**src/rtl/comb_feedback_stage.sv**
```systemverilog
// Feedback comb filter core: y[n] = sat(x[n] + g*y[n-LEN]), feeding and reading an external delay FIFO.
// One sample in flight; accept -> multiply -> add/saturate -> result strobe.
module comb_feedback_stage #(
  parameter int WIDTH     = 24,
  parameter int GAIN_W    = 16,
  parameter int GAIN_FRAC = 15
) (
  input  logic              clk,
  input  logic              rstn,
  input  logic              sample_valid,
  input  logic [WIDTH-1:0]  sample_in,
  input  logic [GAIN_W-1:0] gain,
  input  logic [WIDTH-1:0]  fifo_out,
  output logic              fifo_enable,
  output logic [WIDTH-1:0]  fifo_in,
  output logic [WIDTH-1:0]  sample_out,
  output logic              out_valid,
  output logic              busy,
  output logic              overrun,
  input  logic              clear_overrun
);

  // state | meaning
  // IDLE  | waiting for sample_valid; fifo_out sampled on accept
  // MUL   | registering d*g at full precision
  // ADD   | scale, add x, saturate; result strobe follows
  typedef enum logic [1:0] {IDLE, MUL, ADD} state_t;

  localparam int PW = WIDTH + GAIN_W;
  localparam int SW = PW + 1;

  state_t                    state;
  logic signed [WIDTH-1:0]   x_r;
  logic signed [WIDTH-1:0]   d_r;
  logic signed [GAIN_W-1:0]  g_r;
  logic signed [PW-1:0]      p_r;
  logic signed [PW-1:0]      p_scaled;
  logic signed [SW-1:0]      sum;
  logic        [WIDTH-1:0]   sat;

  // Sum is one bit wider than the product so the add itself can never wrap.
  always_comb begin
    p_scaled = p_r >>> GAIN_FRAC;
    sum      = SW'(x_r) + SW'(p_scaled);
    sat      = sum[WIDTH-1:0];
    if (!sum[SW-1] && (sum[SW-2:WIDTH-1] != '0))
      sat = {1'b0, {(WIDTH-1){1'b1}}};
    else if (sum[SW-1] && (sum[SW-2:WIDTH-1] != '1))
      sat = {1'b1, {(WIDTH-1){1'b0}}};
  end

  always_ff @(posedge clk or negedge rstn) begin
    if (!rstn) begin
      state       <= IDLE;
      x_r         <= '0;
      d_r         <= '0;
      g_r         <= '0;
      p_r         <= '0;
      sample_out  <= '0;
      fifo_in     <= '0;
      out_valid   <= 1'b0;
      fifo_enable <= 1'b0;
      busy        <= 1'b0;
      overrun     <= 1'b0;
    end else begin
      out_valid   <= 1'b0;
      fifo_enable <= 1'b0;
      // Set wins over clear when both happen in one cycle.
      if (clear_overrun)
        overrun <= 1'b0;
      if (sample_valid && busy)
        overrun <= 1'b1;
      case (state)
        IDLE: begin
          if (sample_valid) begin
            x_r   <= sample_in;
            d_r   <= fifo_out;
            g_r   <= gain;
            busy  <= 1'b1;
            state <= MUL;
          end
        end
        MUL: begin
          p_r   <= PW'(d_r) * PW'(g_r);
          state <= ADD;
        end
        ADD: begin
          sample_out  <= sat;
          fifo_in     <= sat;
          out_valid   <= 1'b1;
          fifo_enable <= 1'b1;
          busy        <= 1'b0;
          state       <= IDLE;
        end
        default: begin
          busy  <= 1'b0;
          state <= IDLE;
        end
      endcase
    end
  end

endmodule

```
**config.mk**
```make
export PLATFORM = sky130hd
export DESIGN_NAME = comb_feedback_stage
export DESIGN_NICKNAME = d
export VERILOG_FILES = /design/src/rtl/comb_feedback_stage.sv
export SDC_FILE = /design/constraint.sdc
export NUM_CORES = 1
export LEC_CHECK = 0
export ABC_AREA = 1
export CAP_MARGIN = 0
export CORE_MARGIN = 3
export CORE_UTILIZATION = 25
export CTS_CLUSTER_DIAMETER = 60
export DETAILED_ROUTE_END_ITERATION = 7
export PLACE_DENSITY = 0.48
export REMOVE_ABC_BUFFERS = 1
export SLEW_MARGIN = 20
export SYNTH_ARGS = -nofsm -noshare
export SYNTH_HDL_FRONTEND = slang
export SYNTH_SLANG_ARGS = --single-unit
```
**constraint.sdc**
```tcl
create_clock -name clk -period 6.8 [get_ports clk]
set_input_delay 1.7 -clock clk [delete_from_list [all_inputs] [get_ports clk]]
set_output_delay 1.7 -clock clk [all_outputs]
set_load 0.005 [all_outputs]
```
==> metrics.cfg <==
[final_layout]
finalInstanceArea_um2 = 23880
num_antenna_cells = 0
drive_gt1_share_pct = 4.777
areaGrowthSynthToFinish_pct = 14.18
finalNetCount = 3396
final_util_pct = 28.94

[clocking]
cts-root-buf = clkbuf_16
cts_setup_buffers = 0
clkTransAtPathRegs_ns = 0.08
cts_max_path_buffers = 2
h-tree-depth = 4
clkLatencyLatePin_ns = 0.49
cts_buffers = 17
cts_tree = yes
postCtsResizedCells = 0
cts_num_sinks = 118
ctsHoldBuffers = 0

[floorplan]
die_w_um = 295.2
coreArea_um2 = 82500
die_area_um2 = 87170
initial_utilization_pct = 25.35
design.portCount = 120
die_h_um = 295.2
num_rows = 105

[grt]
antenna_found_initial = 0
grt_pass1_vias = 17470
grt_first_pass_wirelength_um = 98270
overflow = 0
grt_start_max_net_pins = 68
grtUsageTotal_pct = 14.54

[worst_setup_path]
reg2reg_to = p_r[39]
reg2reg_slack_ns = 0.36
endpoint_kind = register
regToRegStartpoint = d_r[23]
start_kind = register
cp.required_ns = 7.16
worstRegToRegCells = 21
arrival_ns = 6.80
startpoint = d_r[23]
critPathMaxFanout = 13
crit_type = register to register
crit_end = p_r[39]

[logic_synthesis]
synth_seq_cells = 118
synth.most_common_cell = nand2_1
synth_area_um2 = 20920
yosysWarnings = 0
synth_edf_count = 0
synth.avg_cell_area_um2 = 7.523
syn_inst = 2780
ys_top_cells_by_count = nand2_1 (873), inv_1 (706), fa_1 (374)
synth_flop_cell = dfrtp_1
synthArstFlopShare_pct = 100.0
ys_types = 35
synth_area_leader_cell = fa_1
yosysSeqAreaShare_pct = 14.12
netlist_top_cells_area = fa_1 (36%), nand2_1 (16%), dfrtp_1 (14%)
yosysTopAreaCellShare_pct = 35.80

[placed_design]
io_buffers = 119
gp_congestion = 0.8636
dp_hpwl_um = 49360
dpl-instance-area_um2 = 23250

[outcome]
outcome = complete, no violations

[detailed_routing]
wire_per_inst_um = 15.33
ant_nets = 0
drtIter0Drc = 923
maxUsedRoutingLayer = met4
wl_met1_um = 27420
wl_met3_um = 2545
drc_errors = 0
drt-total-wl_um = 60060
drt-vias-per-instance = 4.213
via_count = 16500
wl_met2_um = 29320
drt_first_pass_iters = 5

[timing]
period_needed_ns = 6.444
setup_tns_ns = 0
grt_setup_unrepaired = false
relSlewSlack_pct = 36.93
finalSetupViolCount = 0
finClkSkew_ns = 0.01967
hold_viol = 0
fmax_ghz = 0.1552
holdWs_ns = 0.4956
slew_violations = 0
worst_pin_slew_ns = 0.9460
finalCritPeriodShare_pct = 94.76

[min_path]
min_path_type = register to register
hold_depth = 2

[flow_run]
cap_violations = 0

-- sequential cells by signal (all words and copies together) (netlist names) --
register	count
p_r	25
d_r	24
sample_out	24
x_r	24
g_r	16
state	2
busy	1
out_valid	1
overrun	1
-- cell usage in the layout (no fill, tap or decap), types with 3 or more instances in the layout --
| cell type | instances |
|---|---|
| nand2_1 | 872 |
| o21bai_1 | 12 |
| clkbuf_16 | 17 |
| bufinv_16 | 3 |
| clkdlybuf4s50_1 | 118 |
| o21a_1 | 3 |
| fa_1 | 373 |
| or2_2 | 11 |
| buf_4 | 55 |
| ha_1 | 120 |
| nand3b_1 | 7 |
| nand2_2 | 11 |
| a21oi_1 | 69 |
| nor3_1 | 8 |
| a21oi_2 | 10 |
| o21ai_0 | 41 |
| a31oi_1 | 11 |
| xnor2_1 | 12 |
| inv_1 | 705 |
| nor2_1 | 136 |
| clkinv_4 | 4 |
| nand3_1 | 56 |
| nor2_2 | 7 |
| inv_6 | 3 |
| dfrtp_1 | 118 |
| a21o_1 | 8 |
| xor2_1 | 18 |
| nand4_1 | 17 |
-- critical path: stages, from the launching register on --
cell      delay, ns
dfrtp_1        0.68
buf_4          0.23
nand2_1        0.08
inv_1          0.14
fa_1           0.54
fa_1           0.66
inv_1          0.11
fa_1           0.48
fa_1           0.52
inv_1          0.05
fa_1           0.49
fa_1           0.43
ha_1           0.42
inv_1          0.12
nor3_1         0.32
nand2_1        0.15
nor2_1         0.30
nand4_1        0.24
nand3b_1       0.16
nand2_1        0.06
nand3_1        0.09
nand2_1        0.06
-- per-layer routing --
metal,up-vias,track usage [%]
met2,310,24.68
met3,44,1.953
met1,8105,19.73
li1,8044,-
met4,0,3.270
met5,-,0
-- stage by stage --
stage / setup slack (ns) / instances
after floorplan: 1.177 / 2639
after global placement: 0.2688 / 3885
after detailed placement: 0.3298 / 3885
after CTS: 0.2437 / 3917
after global routing: 0.004655 / 3917
final: 0.3565 / 3917
-- worst min-delay path by stage --
stage            start      end  slack [ns]
3_3_place_gp   x_r[22]  x_r[22]        0.48
3_5_place_dp   x_r[22]  x_r[22]        0.48
2_1_floorplan  p_r[19]  p_r[19]        0.45
5_1_grt         x_r[3]   x_r[3]        0.52
4_1_cts        x_r[22]  x_r[22]        0.50
6_report       p_r[17]  p_r[17]        0.50
-- layout make-up --
| cell class | count | area [µm²] |
|---|---|---|
| clock buffers | 18 | 439.2 |
| clock inverters | 14 | 188.9 |
| fillers | 8993 | 58620 |
| inverters | 707 | 2654 |
| multi-input cells | 1814 | 14660 |
| flip-flops and latches | 118 | 2953 |
| well taps | 1070 | 1339 |
| repair buffers | 176 | 1645 |
-- kinds of logic after synthesis --
family	after synthesis	synth area share (%)
flops	118	14.12
compound gates	158	4.355
xor+xnor	30	1.256
buf+inv	848	15.82
fa+ha+maj	494	42.98
simple gates	1132	21.48
Power is left out: the tool's default activity adds up to more than one toggle a clock period on the data nets, which glitch-free logic cannot reach.
